## config.mk

```make
export PLATFORM = sky130hd
export DESIGN_NAME = bus_master
export DESIGN_NICKNAME = d
export VERILOG_FILES = /design/src/rtl/bus_master.sv
export SDC_FILE = /design/constraint.sdc
export NUM_CORES = 1
export LEC_CHECK = 0
export BUFFER_PORTS_ARGS = -buffer_cell sky130_fd_sc_hd__buf_2
export CAP_MARGIN = 20
export CORE_MARGIN = 5
export CORE_UTILIZATION = 44
export CTS_CLUSTER_DIAMETER = 150
export DETAILED_ROUTE_END_ITERATION = 6
export PLACE_DENSITY = 0.81
export SETUP_SLACK_MARGIN = 0.4
export SYNTH_ARGS = -nofsm -noshare
export SYNTH_HDL_FRONTEND = slang
export SYNTH_SLANG_ARGS = --single-unit
```

## constraint.sdc

```tcl
create_clock -name iClk -period 1.7 [get_ports iClk]
set_input_delay 0.17 -clock iClk [delete_from_list [all_inputs] [get_ports iClk]]
set_output_delay 0.17 -clock iClk [all_outputs]
set_load 0.02 [all_outputs]
```

## src/rtl/bus_master.sv

```systemverilog
// Single-outstanding initiator for the request/acknowledge register bus.
// Accepts a command, drives the bus until ack or timeout, then returns a response.
module bus_master #(
  parameter int CMD_W   = 1,
  parameter int AW      = 12,
  parameter int DW      = 32,
  parameter int SW      = 4,
  parameter int TIMEOUT = 64,
  parameter int CNT_W   = 16
) (
  input  logic             iClk,
  input  logic             iRst_n,
  input  logic             iCmdValid,
  output logic             oCmdReady,
  input  logic [CMD_W-1:0] iCmd,
  input  logic [AW-1:0]    iAddr,
  input  logic [SW-1:0]    iSel,
  input  logic [DW-1:0]    iWData,
  output logic             oRspValid,
  input  logic             iRspReady,
  output logic [DW-1:0]    oRspData,
  output logic             oRspErr,
  output logic             oMstReq,
  output logic [CMD_W-1:0] oMstCmd,
  output logic [AW-1:0]    oMstAddr,
  output logic [SW-1:0]    oMstSel,
  output logic [DW-1:0]    oMstWData,
  input  logic             iMstAck,
  input  logic [DW-1:0]    iMstRData,
  output logic [CNT_W-1:0] oTxnCnt,
  output logic [CNT_W-1:0] oErrCnt
);

  // A zero TIMEOUT still needs a legal (1-bit) counter even though it is unused.
  localparam int WCW    = (TIMEOUT > 0) ? $clog2(TIMEOUT + 1) : 1;
  localparam int WLASTI = (TIMEOUT > 0) ? TIMEOUT - 1 : 0;
  localparam logic [WCW-1:0] WLAST = WLASTI[WCW-1:0];
  localparam logic [CMD_W-1:0] CMD_RD = CMD_W'(1);

  typedef enum logic [1:0] {S_IDLE, S_BUS, S_RSP} state_t;

  state_t           state_q;
  logic [WCW-1:0]   wait_q;
  logic             req_q, rspv_q, err_q;
  logic [CMD_W-1:0] cmd_q;
  logic [AW-1:0]    addr_q;
  logic [SW-1:0]    sel_q;
  logic [DW-1:0]    wdata_q, rdata_q, rdata_d;
  logic [CNT_W-1:0] txn_q, errc_q;

  // Unselected lanes (and all lanes on a write) read as zero, so X from the slave never leaks.
  for (genvar i = 0; i < SW; i++) begin : g_lane
    assign rdata_d[i*8 +: 8] = (sel_q[i] && cmd_q == CMD_RD) ? iMstRData[i*8 +: 8] : 8'h00;
  end

  always_ff @(posedge iClk or negedge iRst_n) begin
    if (!iRst_n) begin
      state_q <= S_IDLE;
      wait_q  <= '0;
      req_q   <= 1'b0;
      rspv_q  <= 1'b0;
      err_q   <= 1'b0;
      cmd_q   <= '0;
      addr_q  <= '0;
      sel_q   <= '0;
      wdata_q <= '0;
      rdata_q <= '0;
      txn_q   <= '0;
      errc_q  <= '0;
    end else begin
      case (state_q)
        S_IDLE: begin
          if (iCmdValid) begin
            cmd_q   <= iCmd;
            addr_q  <= iAddr;
            sel_q   <= iSel;
            wdata_q <= iWData;
            wait_q  <= '0;
            req_q   <= 1'b1;
            state_q <= S_BUS;
          end
        end
        S_BUS: begin
          // Ack is checked first so an ack on the timeout edge still succeeds.
          if (iMstAck) begin
            rdata_q <= rdata_d;
            err_q   <= 1'b0;
            req_q   <= 1'b0;
            rspv_q  <= 1'b1;
            state_q <= S_RSP;
          end else if (TIMEOUT != 0 && wait_q == WLAST) begin
            rdata_q <= '0;
            err_q   <= 1'b1;
            req_q   <= 1'b0;
            rspv_q  <= 1'b1;
            state_q <= S_RSP;
          end else if (wait_q != '1) begin
            wait_q <= wait_q + 1'b1;
          end
        end
        S_RSP: begin
          if (iRspReady) begin
            rspv_q  <= 1'b0;
            state_q <= S_IDLE;
            if (err_q) begin
              if (errc_q != '1) errc_q <= errc_q + 1'b1;
            end else begin
              if (txn_q != '1) txn_q <= txn_q + 1'b1;
            end
          end
        end
        default: state_q <= S_IDLE;
      endcase
    end
  end

  assign oCmdReady = (state_q == S_IDLE);
  assign oMstReq   = req_q;
  assign oMstCmd   = cmd_q;
  assign oMstAddr  = addr_q;
  assign oMstSel   = sel_q;
  assign oMstWData = wdata_q;
  assign oRspValid = rspv_q;
  assign oRspData  = rdata_q;
  assign oRspErr   = err_q;
  assign oTxnCnt   = txn_q;
  assign oErrCnt   = errc_q;

endmodule
```

* Yosys cells after proc, flatten, opt, wreduce, memory -nomap -nowiden
Index checks and enable logic that the tools add are counted.
Cells by class: $add $sub $neg 3, equal/unequal tests 12, muxes and demuxes 25, bitwise gates (word level) 1, reductions and logical operators 16
Operators by type and width (number):
- $mux W32 | 2
- $add A16 B1 Y16 const B | 2
- $mux W8 | 4
- $ne A16 B16 Y1 const B | 2
- $mux W7 | 4
- $pmux W7 S2 | 1
- $ne A2 B2 Y1 const B | 5
- $reduce_and A3 Y1 | 3
- $mux W2 | 4
- $reduce_and A4 Y1 | 2
- $add A7 B1 Y7 const B | 1
- $eq A7 B6 Y1 const B | 1
- $mux W1 | 7
- $ne A7 B7 Y1 const B | 1
- $pmux W2 S3 | 1
- $reduce_bool A2 Y1 | 3
- $reduce_and A5 Y1 | 1
- $logic_and A1 B1 Y1 | 4
- $pmux W1 S2 | 2
- $reduce_and A2 Y1 | 2
- $ne A3 B3 Y1 const B | 1
- $eq A2 B1 Y1 const B | 1
- $eq A2 B2 Y1 const B | 1
- $logic_not A2 Y1 | 1
- $not A1 Y1 | 1
Storage, ports and cells: register bits after elaboration 125, bits of input ports 86, output and inout bits 117, word-level logic and storage cells 69

* Logic depth before layout (Yosys ltp)
word-level depth 5, mapped depth 6, mapped depth without buffers 5

* Least setup slack after synthesis
No wires, ideal clock.
path kind flip-flop to flip-flop, start register state_q[0], end register addr_q[0] (netlist: oMstAddr[0]), setup time 0.125 ns, arrival time 1.740 ns, slack -0.165 ns, cell stages (with the launch flop) 7, period minus slack after synthesis 1.865 ns, path through dfrtp_1 -> buf_2 -> nor2_1 -> and2_1 -> buf_2 -> buf_2 -> mux2_2
Between the ends: cells in the longest elaborated chain, start to end 2
Ends and longest elaborated chain:
- from (decl) | RTL line 42 | state_t state_q;
- from (signal assigned) | RTL line 58 | state_q <= S_IDLE;
- from (signal assigned) | RTL line 80 | state_q <= S_BUS;
- from (signal assigned) | RTL line 90 | state_q <= S_RSP;
- $logic_not A2 Y1
- net oCmdReady | RTL line 14 | output logic oCmdReady,
- $reduce_and A2 Y1 (no line)
- to (signal assigned) | RTL line 75 | addr_q <= iAddr;
- to (decl) | RTL line 46 | logic [AW-1:0] addr_q;
The timed path passes the listed nets, and every way through them passes these cells. A chain may end at the register's enable or synchronous reset.

* Final worst setup path
start register errc_q[1] (netlist: oErrCnt[1]), end register errc_q[4] (netlist: oErrCnt[4])
Between the ends: cells in the longest elaborated chain, start to end 2
Ends and longest elaborated chain:
- from (decl) | RTL line 49 | logic [CNT_W-1:0] txn_q, errc_q;
- from (signal assigned) | RTL line 106 | if (errc_q != '1) errc_q <= errc_q + 1'b1;
- parallel branches: the longest is 2 deep, another holds $add A16 B1 Y16
Several ways; the timed one is not identified.

==> Implementation_results.wiki <==
{| class="wikitable"
! Metric !! Value
|-
| Power density over the cells || 1570 nW/um^2
|-
| # clock sinks || 125
|-
| Clk pin slew, worst setup/hold paths || 0.06 ns
|-
| # nets final || 835
|-
| Worst Path Buf+Inv || 1
|-
| Cells after Synth || 387
|-
| Per-instance average area after synthesis || 13.4 sq um
|-
| Cell row count || 39
|-
| Cell type with the highest aggregate area in the netlist || sky130_fd_sc_hd__dfrtp_1
|-
| # IOs || 203
|-
| Critical Path Max Stage Delay || 0.41 ns
|-
| Pin count of the biggest net entering global routing || 72
|-
| Worst skew pair latency || 0.42 ns
|-
| Share of Yosys cell area claimed by the top area cell type || 60.1%
|-
| Post-route DRC || 0
|-
| Weighted congestion reported at the end of routability-driven placement || 0.882
|-
| Worst hold margin || 0.0117 ns
|-
| Minimum clock period after layout || 1.57 ns
|-
| Setup violation total in the final timing report || 0
|-
| Worst max-slew margin expressed relative to the limit || 55.5%
|-
| Vias || 4947
|-
| Clock tree from TritonCTS || done
|-
| Period Utilization, post-route || 92.6%
|-
| Data arrival time of the worst path || 1.87 ns
|-
| Drt total wl || 19000 um
|-
| Number of standard cells in the final layout excluding fillers || 904
|-
| Category of the worst setup path launch point || flip-flop
|-
| Pins over their slew limit || 0
|-
| LEAKAGE || 4.52 nW
|-
| Number of distinct library cells after synthesis || 47
|-
| Final setup slack of the worst path || 0.126 ns
|-
| Total Die Area || 14100 sq um
|-
| Vias per inst || 5.47
|-
| Synth Cell Area || 5200 sq um
|-
| Detailed-route wire length per cell || 21.1 um
|-
| Remaining antenna violation count || 0
|-
| Clock tree root buffer cell || sky130_fd_sc_hd__clkbuf_16
|-
| Cells along the critical path || ha_4, nand4_1, nor4_4, buf_4, nor3_2, xor2_1
|-
| Number of CTS-inserted buffers || 17
|-
| Max-cap violations || 0
|-
| Number of iterations in the first detailed-routing pass || 5
|-
| Routed met3 length || 1300 um
|-
| Max frequency || 635 MHz
|-
| Syn_nets || 476
|-
| Highest fanout seen on the critical path || 3
|-
| Register area share after synthesis || 60.1%
|-
| Area of the core region || 11500 sq um
|-
| Required time of the critical path || 1.99 ns
|-
| Outcome || complete, no violations
|-
| Area contributors post-synth || sky130_fd_sc_hd__dfrtp_1 (60%), sky130_fd_sc_hd__mux2_2 (11%), sky130_fd_sc_hd__a22o_1 (5.4%)
|-
| Warnings from Yosys || 0
|-
| Chip height || 119 um
|-
| Crit Path Category || flip-flop to flip-flop
|-
| Wl on met1 || 7110 um
|-
| Setup crit end kind || flip-flop
|-
| Aggregate global routing overflow || 0
|-
| Leading register cell type out of synthesis || sky130_fd_sc_hd__dfrtp_1
|-
| Fraction of registers with async set or reset after synthesis || 100%
|-
| HP Class || input pin to flip-flop
|-
| Maximum level of the CTS H-tree || 4
|-
| Kind of cell with the highest combined delay on the critical path || simple AND/OR/NAND/NOR gates
|-
| Filler cell count in the final layout || 622
|-
| Post-synth EDFFs || 0
|-
| Highest routed metal layer || met4
|-
| RSZ-0062 raised after global routing || true
|-
| Area added between synthesis and finish || 77.1%
|-
| Length of routed met2 wiring || 10000 um
|-
| Setup TNS after final layout || 0 ns
|-
| Buffer depth of the longest clock path || 2
|-
| Initial Utilization || 45.2%
|-
| Worst voltage drop across the vdd grid || 0.965 mV
|-
| Clock skew || 0.0104 ns
|-
| Placed Cells || 738
|-
| Global-route wire length before repair || 29000 um
|-
| Number of flip-flops and latches in the synthesized netlist || 125
|-
| Iter 0 DRT Violations || 348
|-
| Final HPWL from detailed placement || 10500 um
|-
| Antenna violations before repair || 2
|-
| Worst-path cell with the longest stage delay || sky130_fd_sc_hd__dfrtp_2
|-
| IO Port Bufs || 202
|-
| Die outline width || 119 um
|-
| Final Hold Fails || 0
|-
| Fraction of layout cells with a size suffix above 1 || 60.1%
|-
| Via count of the first global-routing pass || 5153
|-
| Transition time at the pin with the least slew margin || 0.668 ns
|-
| Total global routing track utilization || 26.2%
|-
| Placement-stage worst setup slack || -0.0804 ns
|}
per-layer routing:
metal	track usage [%]	vias to the layer above
li1	-	2172
met1	30.0	2470
met2	45.5	252
met3	8.21	53
met4	10.6	0
met5	0	-
layout by cell type, fill, tap and decap left out, types with 4 or more instances in the layout:
cell	instances
sky130_fd_sc_hd__buf_2	189
sky130_fd_sc_hd__dfrtp_1	98
sky130_fd_sc_hd__dlygate4sd3_1	79
sky130_fd_sc_hd__mux2_4	49
sky130_fd_sc_hd__buf_4	45
sky130_fd_sc_hd__buf_6	37
sky130_fd_sc_hd__a22o_1	32
sky130_fd_sc_hd__dfrtp_2	27
sky130_fd_sc_hd__nand2_1	17
sky130_fd_sc_hd__clkbuf_16	17
sky130_fd_sc_hd__nand4_1	11
sky130_fd_sc_hd__xnor2_1	10
sky130_fd_sc_hd__xor2_1	10
sky130_fd_sc_hd__nand3_2	8
sky130_fd_sc_hd__a31oi_1	6
sky130_fd_sc_hd__buf_12	6
sky130_fd_sc_hd__and2_4	5
sky130_fd_sc_hd__and4_1	5
sky130_fd_sc_hd__nand3_1	5
sky130_fd_sc_hd__mux2_2	5
sky130_fd_sc_hd__nand3_4	4
sky130_fd_sc_hd__and3_1	4
sky130_fd_sc_hd__inv_6	4
sky130_fd_sc_hd__bufinv_16	4
flip-flops by register name (all words and copies together) (netlist names):
name / cells
oRspData: 32
oErrCnt: 16
oMstCmd: 1
oMstAddr: 12
state_q: 2
oMstSel: 4
oRspValid: 1
oTxnCnt: 16
oRspErr: 1
wait_q: 7
oMstWData: 32
oMstReq: 1
layout make-up:
type / instances / area (sq um) / share of cell area [%]
inverter: 3 / 11.3 / 0.122
timing repair buffer: 358 / 2670 / 28.9
sequential: 125 / 3160 / 34.3
multi-input combinational: 241 / 2550 / 27.7
clock inverter: 15 / 210 / 2.28
tap: 143 / 179 / 1.94
clock buffer: 17 / 425 / 4.62
antenna: 2 / 5.00 / 0.0543
report_power, final:
part | internal, mW | total, mW | switching, mW | leakage (nW)
sequential | 3.90 | 4.63 | 0.732 | 1.56
clock | 2.48 | 3.88 | 1.40 | 0.311
combinational | 3.01 | 5.95 | 2.94 | 2.65
total | 9.39 | 14.5 | 5.07 | 4.52
cell families (layout without fill, tap and decap cells):
kind of cell,count (synthesis),count (layout),share of synthesized area [%]
xor gates and xnor gates,21,21,3.54
muxes,54,54,11.8
adders and majority gates,3,3,0.722
DFF,125,125,60.1
buffers and inverters,22,393,2.04
other,0,2,0
and+or+nand+nor,94,94,11.4
AOI/OAI and AO/OA,68,69,10.4
worst paths after layout:
kind                                          startpoint                       end  slack, ns  cells past startpoint
min in group asynchronous                         iRst_n   oRspData[0]$_DFFE_PN0P_       0.36                      3
worst max-delay path              oErrCnt[1]$_DFFE_PN0P_    oErrCnt[4]$_DFFE_PN0P_       0.13                      6
worst max register to register    oErrCnt[1]$_DFFE_PN0P_    oErrCnt[4]$_DFFE_PN0P_       0.13                      6
worst min register to register  oRspData[23]$_DFFE_PN0P_  oRspData[23]$_DFFE_PN0P_       0.50                      1
worst min-delay path                           iRspReady    state_q[1]$_DFFE_PN0P_       0.01                      2
max in group asynchronous                         iRst_n  oMstAddr[10]$_DFFE_PN0P_       0.76                      3
synth_stat cells (2+ instances only):
| cell type | number |
|---|---|
| sky130_fd_sc_hd__dfrtp_1 | 125 |
| sky130_fd_sc_hd__mux2_2 | 53 |
| sky130_fd_sc_hd__a22o_1 | 32 |
| sky130_fd_sc_hd__nand2_1 | 19 |
| sky130_fd_sc_hd__nand3_1 | 16 |
| sky130_fd_sc_hd__buf_2 | 12 |
| sky130_fd_sc_hd__nand4_1 | 11 |
| sky130_fd_sc_hd__xnor2_1 | 11 |
| sky130_fd_sc_hd__xor2_1 | 10 |
| sky130_fd_sc_hd__and4_1 | 8 |
| sky130_fd_sc_hd__and2_1 | 7 |
| sky130_fd_sc_hd__a21oi_1 | 6 |
| sky130_fd_sc_hd__a31oi_1 | 6 |
| sky130_fd_sc_hd__and3_1 | 6 |
| sky130_fd_sc_hd__nor3_1 | 6 |
| sky130_fd_sc_hd__nor2_1 | 5 |
| sky130_fd_sc_hd__clkbuf_1 | 4 |
| sky130_fd_sc_hd__o311ai_0 | 4 |
| sky130_fd_sc_hd__ha_1 | 3 |
| sky130_fd_sc_hd__inv_1 | 3 |
| sky130_fd_sc_hd__nor2b_1 | 3 |
| sky130_fd_sc_hd__o21ai_0 | 3 |
| sky130_fd_sc_hd__a41oi_1 | 2 |
| sky130_fd_sc_hd__and4bb_2 | 2 |
| sky130_fd_sc_hd__buf_4 | 2 |
| sky130_fd_sc_hd__nor4_1 | 2 |
| sky130_fd_sc_hd__nor4_4 | 2 |
| sky130_fd_sc_hd__o21a_1 | 2 |
| sky130_fd_sc_hd__o21bai_1 | 2 |
| sky130_fd_sc_hd__o31a_1 | 2 |
| sky130_fd_sc_hd__o31ai_1 | 2 |
what timing repair did:
item                                    CTS  global route
endpoints found under the hold margin   203             0
endpoints found under the setup margin  127           136
setup buffers                            30            20
gates cloned                              3             0
pin swaps                                33            36
hold buffers                             79             0
gates resized for setup                  54            60
metrics by stage:
stage / util, % / area, sq um / total power, mW
3_5_place_dp: 59.7 / 6870 / 9.29
3_3_place_gp: 59.7 / 6870 / 9.11
2_1_floorplan: - / 5660 / 7.79
5_1_grt: 80.0 / 9210 / 15.0
4_1_cts: 76.4 / 8800 / 13.9
6_report: 80.0 / 9210 / 14.5
Power figures use the tool's default switching activity.
